<file path="src/rtl/mem_arb_pkg.sv">
// Shared definitions for the memory write-port arbiter: FSM state encoding,
// default bus widths and a constant log2 helper for index widths.
// No ports; imported by the interface, the picker and the arbiter top.
package mem_arb_pkg;

  // One-hot so the debug output can expose the state register directly.
  typedef enum logic [2:0] {
    S_IDLE = 3'b001,
    S_WAIT = 3'b010,
    S_DONE = 3'b100
  } state_t;

  localparam int AW_DEF = 32;
  localparam int DW_DEF = 16;

  // Ceiling log2, minimum 1 so a 2-requester build still gets a 1-bit index.
  function automatic int clog2(input int n);
    int r;
    r = 1;
    for (int i = 1; i < 31; i++) begin
      if ((1 << i) < n) r = i + 1;
    end
    return r;
  endfunction

endpackage

</file>
<file path="src/rtl/mem_port_arbiter_if.sv">
// Bundle of requester-side and memory-side signals of the write-port arbiter.
// Ports: req/req_addr/req_wdata/req_ack/req_err (requesters), mem_we/mem_addr/
// mem_wdata/mem_rdy (RAM controller), grant_id/busy/debug (status).
interface mem_port_arbiter_if
  import mem_arb_pkg::*;
#(
  parameter int NREQ = 4,
  parameter int AW   = AW_DEF,
  parameter int DW   = DW_DEF,
  parameter int GW   = clog2(NREQ)
) ();

  logic [NREQ-1:0]    req;
  logic [NREQ*AW-1:0] req_addr;
  logic [NREQ*DW-1:0] req_wdata;
  logic [NREQ-1:0]    req_ack;
  logic [NREQ-1:0]    req_err;
  logic               mem_we;
  logic [AW-1:0]      mem_addr;
  logic [DW-1:0]      mem_wdata;
  logic               mem_rdy;
  logic [GW-1:0]      grant_id;
  logic               busy;
  logic [2:0]         debug;

  // Arbiter side.
  modport slave (
    input  req, req_addr, req_wdata, mem_rdy,
    output req_ack, req_err, mem_we, mem_addr, mem_wdata, grant_id, busy, debug
  );

  // Environment side: requesters plus the RAM controller.
  modport master (
    output req, req_addr, req_wdata, mem_rdy,
    input  req_ack, req_err, mem_we, mem_addr, mem_wdata, grant_id, busy, debug
  );

endinterface

</file>
<file path="src/rtl/mem_port_arbiter_rr_pick.sv">
// Combinational round-robin picker: first set req bit searching upward from
// pointer+1, wrapping modulo NREQ.
// Ports: req, pointer in; winner (index), any_req out.
module rr_pick
  import mem_arb_pkg::*;
#(
  parameter int NREQ = 4,
  parameter int GW   = clog2(NREQ)
) (
  input  logic [NREQ-1:0] req,
  input  logic [GW-1:0]   pointer,
  output logic [GW-1:0]   winner,
  output logic            any_req
);

  localparam logic [NREQ-1:0] ONE = NREQ'(1);

  always_comb begin
    int pos;
    pos     = 0;
    winner  = '0;
    any_req = |req;
    // Walk offsets from farthest to nearest; the last hit is the nearest one
    // after the pointer, which is the round-robin winner.
    for (int off = NREQ; off >= 1; off--) begin
      pos = int'(pointer) + off;
      if (pos >= NREQ) pos = pos - NREQ;
      if ((req & (ONE << pos)) != '0) winner = GW'(pos);
    end
  end

endmodule

</file>
<file path="src/rtl/mem_port_arbiter.sv">
// Round-robin arbiter sharing one write-only memory port among NREQ requesters:
// latches winner address/data, waits for mem_rdy (with stall timeout), strobes
// mem_we for one cycle and acks. Ports: clk, sys_rst, bus (slave modport).
module mem_port_arbiter
  import mem_arb_pkg::*;
#(
  parameter int NREQ    = 4,
  parameter int AW      = AW_DEF,
  parameter int DW      = DW_DEF,
  parameter int TIMEOUT = 1023,
  parameter int TW      = 10,
  parameter int GW      = clog2(NREQ)
) (
  input  logic               clk,
  input  logic               sys_rst,
  mem_port_arbiter_if.slave  bus
);

  localparam logic [NREQ-1:0] ONE     = NREQ'(1);
  localparam logic [TW-1:0]   TO_LAST = TW'((TIMEOUT > 0) ? TIMEOUT - 1 : 0);

  state_t          state;
  logic [GW-1:0]   ptr;
  logic [GW-1:0]   grant;
  logic [TW-1:0]   cnt;
  logic            mem_we_q;
  logic [AW-1:0]   mem_addr_q;
  logic [DW-1:0]   mem_wdata_q;
  logic [NREQ-1:0] ack_q;
  logic [NREQ-1:0] err_q;
  logic            busy_q;
  logic [GW-1:0]   winner;
  logic            any_req;

  rr_pick #(.NREQ(NREQ), .GW(GW)) u_pick (
    .req     (bus.req),
    .pointer (ptr),
    .winner  (winner),
    .any_req (any_req)
  );

  always_ff @(posedge clk or posedge sys_rst) begin
    if (sys_rst) begin
      state       <= S_IDLE;
      ptr         <= GW'(NREQ - 1);  // requester 0 wins first after reset
      grant       <= '0;
      cnt         <= '0;
      mem_we_q    <= 1'b0;
      mem_addr_q  <= '0;
      mem_wdata_q <= '0;
      ack_q       <= '0;
      err_q       <= '0;
      busy_q      <= 1'b0;
    end else begin
      case (state)
        S_IDLE: begin
          if (any_req) begin
            mem_addr_q  <= bus.req_addr[int'(winner)*AW +: AW];
            mem_wdata_q <= bus.req_wdata[int'(winner)*DW +: DW];
            grant       <= winner;
            cnt         <= '0;
            busy_q      <= 1'b1;
            state       <= S_WAIT;
          end
        end
        S_WAIT: begin
          if (bus.mem_rdy) begin
            mem_we_q <= 1'b1;
            ack_q    <= ONE << grant;
            state    <= S_DONE;
          end else if (TIMEOUT != 0 && cnt == TO_LAST) begin
            // Abort: complete the handshake with an error, never write.
            ack_q <= ONE << grant;
            err_q <= ONE << grant;
            state <= S_DONE;
          end else if (cnt != '1) begin
            cnt <= cnt + TW'(1);
          end
        end
        S_DONE: begin
          mem_we_q <= 1'b0;
          ack_q    <= '0;
          err_q    <= '0;
          ptr      <= grant;
          busy_q   <= 1'b0;
          state    <= S_IDLE;
        end
        default: begin
          mem_we_q <= 1'b0;
          ack_q    <= '0;
          err_q    <= '0;
          busy_q   <= 1'b0;
          state    <= S_IDLE;
        end
      endcase
    end
  end

  assign bus.mem_we    = mem_we_q;
  assign bus.mem_addr  = mem_addr_q;
  assign bus.mem_wdata = mem_wdata_q;
  assign bus.req_ack   = ack_q;
  assign bus.req_err   = err_q;
  assign bus.grant_id  = grant;
  assign bus.busy      = busy_q;
  assign bus.debug     = state;

endmodule

</file>
<file path="src/flat_wrapper.sv">
// flat-port wrapper written by rule: the top's interface ports become plain ports
module mem_port_arbiter_flat import mem_arb_pkg::*;
#(
  parameter int NREQ    = 4,
  parameter int AW      = AW_DEF,
  parameter int DW      = DW_DEF,
  parameter int TIMEOUT = 1023,
  parameter int TW      = 10,
  parameter int GW      = clog2(NREQ)
)
  (clk, sys_rst, bus_req, bus_req_addr, bus_req_wdata, bus_mem_rdy, bus_req_ack, bus_req_err, bus_mem_we, bus_mem_addr, bus_mem_wdata, bus_grant_id, bus_busy, bus_debug);
  mem_port_arbiter_if #(.NREQ(NREQ), .AW(AW), .DW(DW), .GW(GW)) bus_i ();
  input  logic clk;
  input  logic sys_rst;
  input wire logic [$bits(bus_i.req)-1:0] bus_req;
  input wire logic [$bits(bus_i.req_addr)-1:0] bus_req_addr;
  input wire logic [$bits(bus_i.req_wdata)-1:0] bus_req_wdata;
  input wire logic [$bits(bus_i.mem_rdy)-1:0] bus_mem_rdy;
  output wire logic [$bits(bus_i.req_ack)-1:0] bus_req_ack;
  output wire logic [$bits(bus_i.req_err)-1:0] bus_req_err;
  output wire logic [$bits(bus_i.mem_we)-1:0] bus_mem_we;
  output wire logic [$bits(bus_i.mem_addr)-1:0] bus_mem_addr;
  output wire logic [$bits(bus_i.mem_wdata)-1:0] bus_mem_wdata;
  output wire logic [$bits(bus_i.grant_id)-1:0] bus_grant_id;
  output wire logic [$bits(bus_i.busy)-1:0] bus_busy;
  output wire logic [$bits(bus_i.debug)-1:0] bus_debug;
  assign bus_i.req = bus_req;
  assign bus_i.req_addr = bus_req_addr;
  assign bus_i.req_wdata = bus_req_wdata;
  assign bus_i.mem_rdy = bus_mem_rdy;
  assign bus_req_ack = bus_i.req_ack;
  assign bus_req_err = bus_i.req_err;
  assign bus_mem_we = bus_i.mem_we;
  assign bus_mem_addr = bus_i.mem_addr;
  assign bus_mem_wdata = bus_i.mem_wdata;
  assign bus_grant_id = bus_i.grant_id;
  assign bus_busy = bus_i.busy;
  assign bus_debug = bus_i.debug;
  mem_port_arbiter #(.NREQ(NREQ), .AW(AW), .DW(DW), .TIMEOUT(TIMEOUT), .TW(TW), .GW(GW)) u_core (.clk(clk), .sys_rst(sys_rst), .bus(bus_i));
endmodule
</file>
<file path="config.mk">
export PLATFORM = sky130hd
export DESIGN_NAME = mem_port_arbiter_flat
export DESIGN_NICKNAME = d
export VERILOG_FILES = /design/src/rtl/mem_arb_pkg.sv /design/src/rtl/mem_port_arbiter_if.sv /design/src/rtl/mem_port_arbiter_rr_pick.sv /design/src/rtl/mem_port_arbiter.sv /design/src/flat_wrapper.sv
export SDC_FILE = /design/constraint.sdc
export NUM_CORES = 1
export LEC_CHECK = 0
export CAP_MARGIN = 25
export CORE_MARGIN = 3
export CORE_UTILIZATION = 43
export CTS_BUF_LIST = sky130_fd_sc_hd__clkbuf_4
export DETAILED_ROUTE_END_ITERATION = 10
export GPL_TIMING_DRIVEN = 0
export PLACE_DENSITY = 0.95
export SLEW_MARGIN = 30
export SYNTH_ARGS = -nofsm -noshare
export SYNTH_HDL_FRONTEND = slang
export SYNTH_SLANG_ARGS = --single-unit
</file>
<file path="constraint.sdc">
create_clock -name clk -period 7.2 [get_ports clk]
set_input_delay 2.16 -clock clk [delete_from_list [all_inputs] [get_ports clk]]
set_output_delay 2.16 -clock clk [all_outputs]
set_load 0.01 [all_outputs]
</file>
==> results of run 1 <==
-- cell usage after synthesis, types with 3 or more instances --
library cell and count:
dfrtp_1 72, nand2_1 64, or3_1 49, o2111ai_1 48
mux2i_1 47, o211ai_1 47, clkbuf_1 24, nor2_1 20
buf_2 13, o21ai_0 9, a21oi_1 8, a22o_1 8
nor3_1 7, a22oi_1 6, ha_1 6, inv_1 5
mux2_2 5, nand3_1 4, xnor2_1 4, and2_1 3
buf_1 3, dfstp_2 3, nor2b_1 3, xor2_1 3
-- cell type report --
| cell class | count | share of cell area [%] |
|---|---|---|
| timing repair buffer | 262 | 34.8 |
| clock buffer | 13 | 1.29 |
| inverter | 5 | 0.281 |
| tap | 136 | 2.25 |
| buffer | 42 | 2.40 |
| sequential | 75 | 24.8 |
| clock inverter | 3 | 0.198 |
| multi-input combinational | 368 | 34.0 |
-- metal layers --
layer  global-route usage, %  vias up  wire, um
met5                    1.79        -         0
met4                    10.1        0       516
met3                    7.22       43      1540
met2                    50.2      304      8850
met1                    35.1     2529      6830
li1                        -     2430         -
-- registers in the layout, summed over array words and instances, names as in the netlist, 2 cells and up --
signal and flops:
u_core.bus.req_ack 4, u_core.bus.req_err 4, u_core.cnt 10, u_core.ptr 2, u_core.bus.mem_addr 32, u_core.bus.mem_wdata 16, u_core.bus.debug 3, u_core.bus.grant_id 2
-- through the flow --
| stage | utilization (%) | hold slack [ns] | power (mW) | area, um2 | worst slack [ns] |
|---|---|---|---|---|---|
| 6_report | 72.7 | 0.504 | 3.13 | 7570 | 2.69 |
| 5_1_grt | 72.7 | 0.530 | 3.35 | 7570 | 2.56 |
| 4_1_cts | 72.7 | 0.509 | 3.12 | 7570 | 2.77 |
| 3_5_place_dp | 71.6 | 0.485 | 2.89 | 7460 | 2.32 |
| 3_3_place_gp | 71.4 | 0.481 | 2.82 | 7440 | 1.95 |
| 2_1_floorplan | - | 0.503 | 2.04 | 4660 | 3.13 |
-- cells by family (layout without fill, tap and decap cells) --
kind of cell / Yosys count / count (layout) / share of synthesized area (%)
buf+inv: 47 / 325 / 4.30
compound gates: 138 / 138 / 23.4
mux: 52 / 52 / 11.3
flops: 75 / 75 / 40.4
fa+ha+maj: 6 / 6 / 1.61
xor+xnor: 7 / 7 / 1.32
simple gates: 165 / 165 / 17.7
-- power by group --
group | switching, mW | internal (mW) | total, mW
Clock | 0.144 | 0.0854 | 0.230
Combinational | 1.22 | 0.956 | 2.17
Sequential | 0.121 | 0.609 | 0.730
-- worst max path at each step --
stage / slack, ns / to / start
CTS: 2.77 / u_core.bus.mem_addr[29] / bus_req[0]
floorplan: 3.13 / u_core.bus.busy / sys_rst
global placement: 1.95 / u_core.bus.mem_wdata[15] / sys_rst
detailed placement: 2.32 / u_core.bus.mem_wdata[11] / bus_req[0]
finish: 2.69 / u_core.bus.mem_wdata[6] / bus_req[0]
global route: 2.56 / u_core.bus.mem_wdata[6] / bus_req[0]
-- tightest hold or removal path, delay by kind of cell (launching register included) --
family,cells,cell delay (ns)
AOI/OAI and AO/OA,1,0.07
DFF,1,0.36
and+or+nand+nor,1,0.05
==> results.sh, run 1 <==
export IMPL_critPathRequiredTime_ns=7.53
export IMPL_core_area_mm2=0.0104
export IMPL_cts_sinks=75
export IMPL_die_x_um=110
export IMPL_hold_violations=0
export IMPL_wl_per_cell_um=19.6
export IMPL_critPathSlowestCell="clkdlybuf4s50_1"
export IMPL_cp_end_kind="register"
export IMPL_ys_ff_latch=75
export IMPL_relSlewSlack_pct=43.3
export IMPL_setup_viol=0
export IMPL_wl_um=17700
export IMPL_final_common_cell="clkdlybuf4s50_1"
export IMPL_syn_area_mm2=0.00466
export IMPL_grt_overflow=0
export IMPL_synthToLayoutAreaGrowth_pct=62.7
export IMPL_dpl_hpwl_um=14000
export IMPL_synth_nets=695
export IMPL_crit_chain="clkdlybuf4s50_1 > a22o_1 > a211oi_1 > o21a_1 > clkbuf_1 > clkbuf_1 > or3_1 > o2111ai_1 > o211ai_1"
export IMPL_hold_path_class="register to register"
export IMPL_cts_resized=0
export IMPL_gp_congestion=0.895
export IMPL_setup_tns_ns=0
export IMPL_die_area_mm2=0.0121
export IMPL_cts_max_path_buffers=2
export IMPL_numPortBuffers=261
export IMPL_peakVddDrop_mv=0.269
export IMPL_reg2reg_depth=10
export IMPL_die_y_um=110
export IMPL_yosysWarnings=0
export IMPL_worstPathMaxFanout=10
export IMPL_p_per_area_mw_per_mm2=414
export IMPL_worstReg2RegStart="u_core.ptr[0]"
export IMPL_grt_usage_pct=29.1
export IMPL_numCtsBuffers=9
export IMPL_final_cell_mix="clkdlybuf4s50_1 (261), dfrtp_1 (72), nand2_1 (64)"
export IMPL_skew_ns=0.0157
export IMPL_min_to="u_core.bus.mem_wdata[6]"
export IMPL_avgSynthCellArea_um2=9.50
export IMPL_cp_data_arrival_time_ns=4.83
export IMPL_multi_input_area_mm2=0.00257
export IMPL_clk_insertion_delay_late_ns=0.42
export IMPL_min_period_ns=4.51
export IMPL_nNetsFinal=968
export IMPL_critPathBufInv=3
export IMPL_antenna_found_initial=0
export IMPL_fill_cells=742
export IMPL_grt_pass1_vias=5372
export IMPL_status="completed"
export IMPL_p_leak_nw=3.05
export IMPL_max_freq_mhz=222
export IMPL_htree_levels=3
export IMPL_max_stage_delay_ns=0.49
export IMPL_clk_pin_slew_ns=0.10
export IMPL_cp_common_cell="clkbuf_1"
export IMPL_post_route_period_util_pct=62.6
export IMPL_first_iter_violations=261
export IMPL_fp_row_count=37
export IMPL_synth_edf_count=0
export IMPL_stdcell_count=904
export IMPL_diodes=0
export IMPL_dr_total_vias=5306
export IMPL_path_depth=9
export IMPL_yosysSeqAreaShare_pct=40.4
export IMPL_initial_core_util_pct=44.7
export IMPL_drv_cap=0
export IMPL_hold_buffers=0
export IMPL_synth_top_cell_area_share_pct=38.7
export IMPL_cp_top_family="buffers and inverters"
export IMPL_post_cts_buffers=0
export IMPL_holdPathStages=2
export IMPL_tightestPinTransition_ns=0.839
export IMPL_cts_tree="yes"
export IMPL_syn_inst=490
export IMPL_register_area_mm2=0.00188
export IMPL_drc=0
export IMPL_synthFlopType="dfrtp_1"
export IMPL_reg2reg_slack_ns=3.90
export IMPL_yosys_cell_types_count=44
export IMPL_hold_start="u_core.bus.mem_wdata[6]"
export IMPL_ys_async_sr_fraction_pct=100
export IMPL_maxSlewViolCount=0
export IMPL_first_pass_iters=5
export IMPL_ios=262
export IMPL_grt_max_degree=40
export IMPL_drive_gt1_share_pct=6.12
export IMPL_r2r_end="u_core.bus.mem_wdata[6]"
export IMPL_rsz0062_at_grt="false"
export IMPL_cts_root_buf="clkbuf_4"
export IMPL_synth_top_area_cell="dfrtp_1"
export IMPL_grt_pass1_wl_um=27200
export IMPL_critical_path_class="input pin to register"
export IMPL_critPathLaunchType="input pin"
export IMPL_viasPerCell=5.87
export IMPL_ant_nets=0
export IMPL_dp_cells=888
export IMPL_ys_top_cells_by_area="dfrtp_1 (39%), mux2i_1 (10%), o2111ai_1 (9.0%)"
Note: power is estimated with default switching activity, not from simulation.
==> run 2: changes to the inputs <==
CORE_UTILIZATION = 40   (was 43)
PLACE_DENSITY = 0.9   (was 0.95)
clock period = 4.57 ns   (was 7.2 ns; I/O delays follow)
==> results.sh, run 2 (synthesis gave the netlist of run 1 again) <==
export IMPL_status="completed"
export IMPL_drive_gt1_share_pct=5.99
export IMPL_ant_nets=0
export IMPL_max_stage_delay_ns=0.50
export IMPL_min_period_ns=3.70
export IMPL_wl_um=18700
export IMPL_final_common_cell="clkdlybuf4s50_1"
export IMPL_hold_path_class="register to register"
export IMPL_final_cell_mix="clkdlybuf4s50_1 (261), dfrtp_1 (72), nand2_1 (64)"
export IMPL_skew_ns=0.0259
export IMPL_die_x_um=114
export IMPL_grt_overflow=0
export IMPL_cp_end_kind="register"
export IMPL_critPathRequiredTime_ns=4.93
export IMPL_holdPathStages=2
export IMPL_htree_levels=3
export IMPL_nNetsFinal=968
export IMPL_hold_violations=0
export IMPL_cts_root_buf="clkbuf_4"
export IMPL_crit_chain="clkdlybuf4s50_1 > a22o_1 > a211oi_1 > o21a_1 > clkbuf_1 > clkbuf_1 > or3_1 > o2111ai_1 > o211ai_1"
export IMPL_cts_max_path_buffers=2
export IMPL_setup_viol=0
export IMPL_diodes=0
export IMPL_die_area_mm2=0.0130
export IMPL_dp_cells=892
export IMPL_r2r_end="u_core.bus.mem_addr[21]"
export IMPL_numCtsBuffers=9
export IMPL_setup_tns_ns=0
export IMPL_worstReg2RegStart="u_core.ptr[0]"
export IMPL_p_per_area_mw_per_mm2=663
export IMPL_numPortBuffers=261
export IMPL_reg2reg_depth=10
export IMPL_first_pass_iters=5
export IMPL_viasPerCell=5.86
export IMPL_grt_pass1_wl_um=29000
export IMPL_critical_path_class="input pin to register"
export IMPL_cts_tree="yes"
export IMPL_cp_common_cell="clkbuf_1"
export IMPL_cts_resized=0
export IMPL_drv_cap=0
export IMPL_synthToLayoutAreaGrowth_pct=63.3
export IMPL_first_iter_violations=338
export IMPL_peakVddDrop_mv=0.314
export IMPL_hold_start="u_core.bus.mem_addr[24]"
export IMPL_critPathLaunchType="input pin"
export IMPL_clk_pin_slew_ns=0.13
export IMPL_grt_pass1_vias=5689
export IMPL_largest_reg_flops=32
export IMPL_dr_total_vias=5319
export IMPL_post_cts_buffers=0
export IMPL_power_mw=5.04
export IMPL_worstPathMaxFanout=10
export IMPL_hold_buffers=0
export IMPL_tightestPinTransition_ns=0.760
export IMPL_fp_row_count=38
export IMPL_max_freq_mhz=270
export IMPL_rsz0062_at_grt="false"
export IMPL_post_route_period_util_pct=80.9
export IMPL_relSlewSlack_pct=48.6
export IMPL_min_to="u_core.bus.mem_addr[24]"
export IMPL_grt_max_degree=42
export IMPL_stdcell_count=908
export IMPL_ios=262
export IMPL_cp_data_arrival_time_ns=4.06
export IMPL_antenna_found_initial=0
export IMPL_critPathBufInv=3
export IMPL_p_leak_nw=3.05
export IMPL_initial_core_util_pct=41.8
export IMPL_core_area_mm2=0.0111
export IMPL_reg2reg_slack_ns=1.28
export IMPL_stdcell_area_mm2=0.00760
export IMPL_grt_usage_pct=28.3
export IMPL_cts_sinks=75
export IMPL_clk_insertion_delay_late_ns=0.45
export IMPL_dpl_hpwl_um=14800
export IMPL_gp_congestion=0.910
export IMPL_drc=0
export IMPL_maxSlewViolCount=0
export IMPL_cp_top_family="buffers and inverters"
export IMPL_dpl_cell_area_mm2=0.00747
export IMPL_die_y_um=114
export IMPL_critPathSlowestCell="clkdlybuf4s50_1"
export IMPL_wl_per_cell_um=20.6
run 2: cell types whose count changed in the layout (fill, tap and decap cells not counted), sizes merged:
cell      before  now
clkinvlp       0    1
clkbuf        37   33
bufinv         0    1
clkinv         3    5
run 2: where the power goes:
group,internal [mW],switching [mW]
registers,0.959,0.198
logic,1.51,1.95
clock network,0.165,0.259
total,2.63,2.41
run 2: per-stage QoR:
| step | utilization [%] | hold slack, ns | setup WS [ns] |
|---|---|---|---|
| final | 68.3 | 0.512 | 0.872 |
| after detailed placement | 67.1 | 0.486 | 0.488 |
| after floorplan | - | 0.503 | 1.29 |
| after global placement | 66.9 | 0.481 | 0.0474 |
| after global routing | 68.3 | 0.543 | 0.732 |
| after CTS | 68.3 | 0.512 | 0.959 |
run 2: tightest hold or removal path, stage by stage (launching register included):
cell and delay (ns):
dfrtp_1 0.36, nand2_1 0.05, o211ai_1 0.07
run 2: worst max-delay path by stage:
stage	start	end	cells past startpoint
finish	bus_req[0]	u_core.bus.mem_addr[21]	9
global route	bus_req[0]	u_core.bus.mem_addr[21]	9
CTS	bus_req[0]	u_core.bus.mem_addr[21]	9
detailed placement	bus_req[0]	u_core.bus.mem_wdata[1]	9
global placement	sys_rst	u_core.bus.mem_wdata[10]	2
floorplan	sys_rst	u_core.bus.busy	1
run 2: per-layer routing:
layer | track usage (%) | routed length (um) | vias up
li1 | - | - | 2432
met4 | 10.5 | 666 | 0
met5 | 0 | 0 | -
met3 | 6.63 | 1360 | 55
met2 | 49.6 | 9650 | 297
met1 | 33.7 | 7060 | 2535
run 2: cell type report:
class,count,area [um2]
inverter,5,21.3
sequential,75,1880
fill,879,3520
tap,140,175
clock buffer,9,67.6
timing repair buffer,262,2630
clock inverter,7,68.8
multi-input combinational,368,2570
buffer,42,181
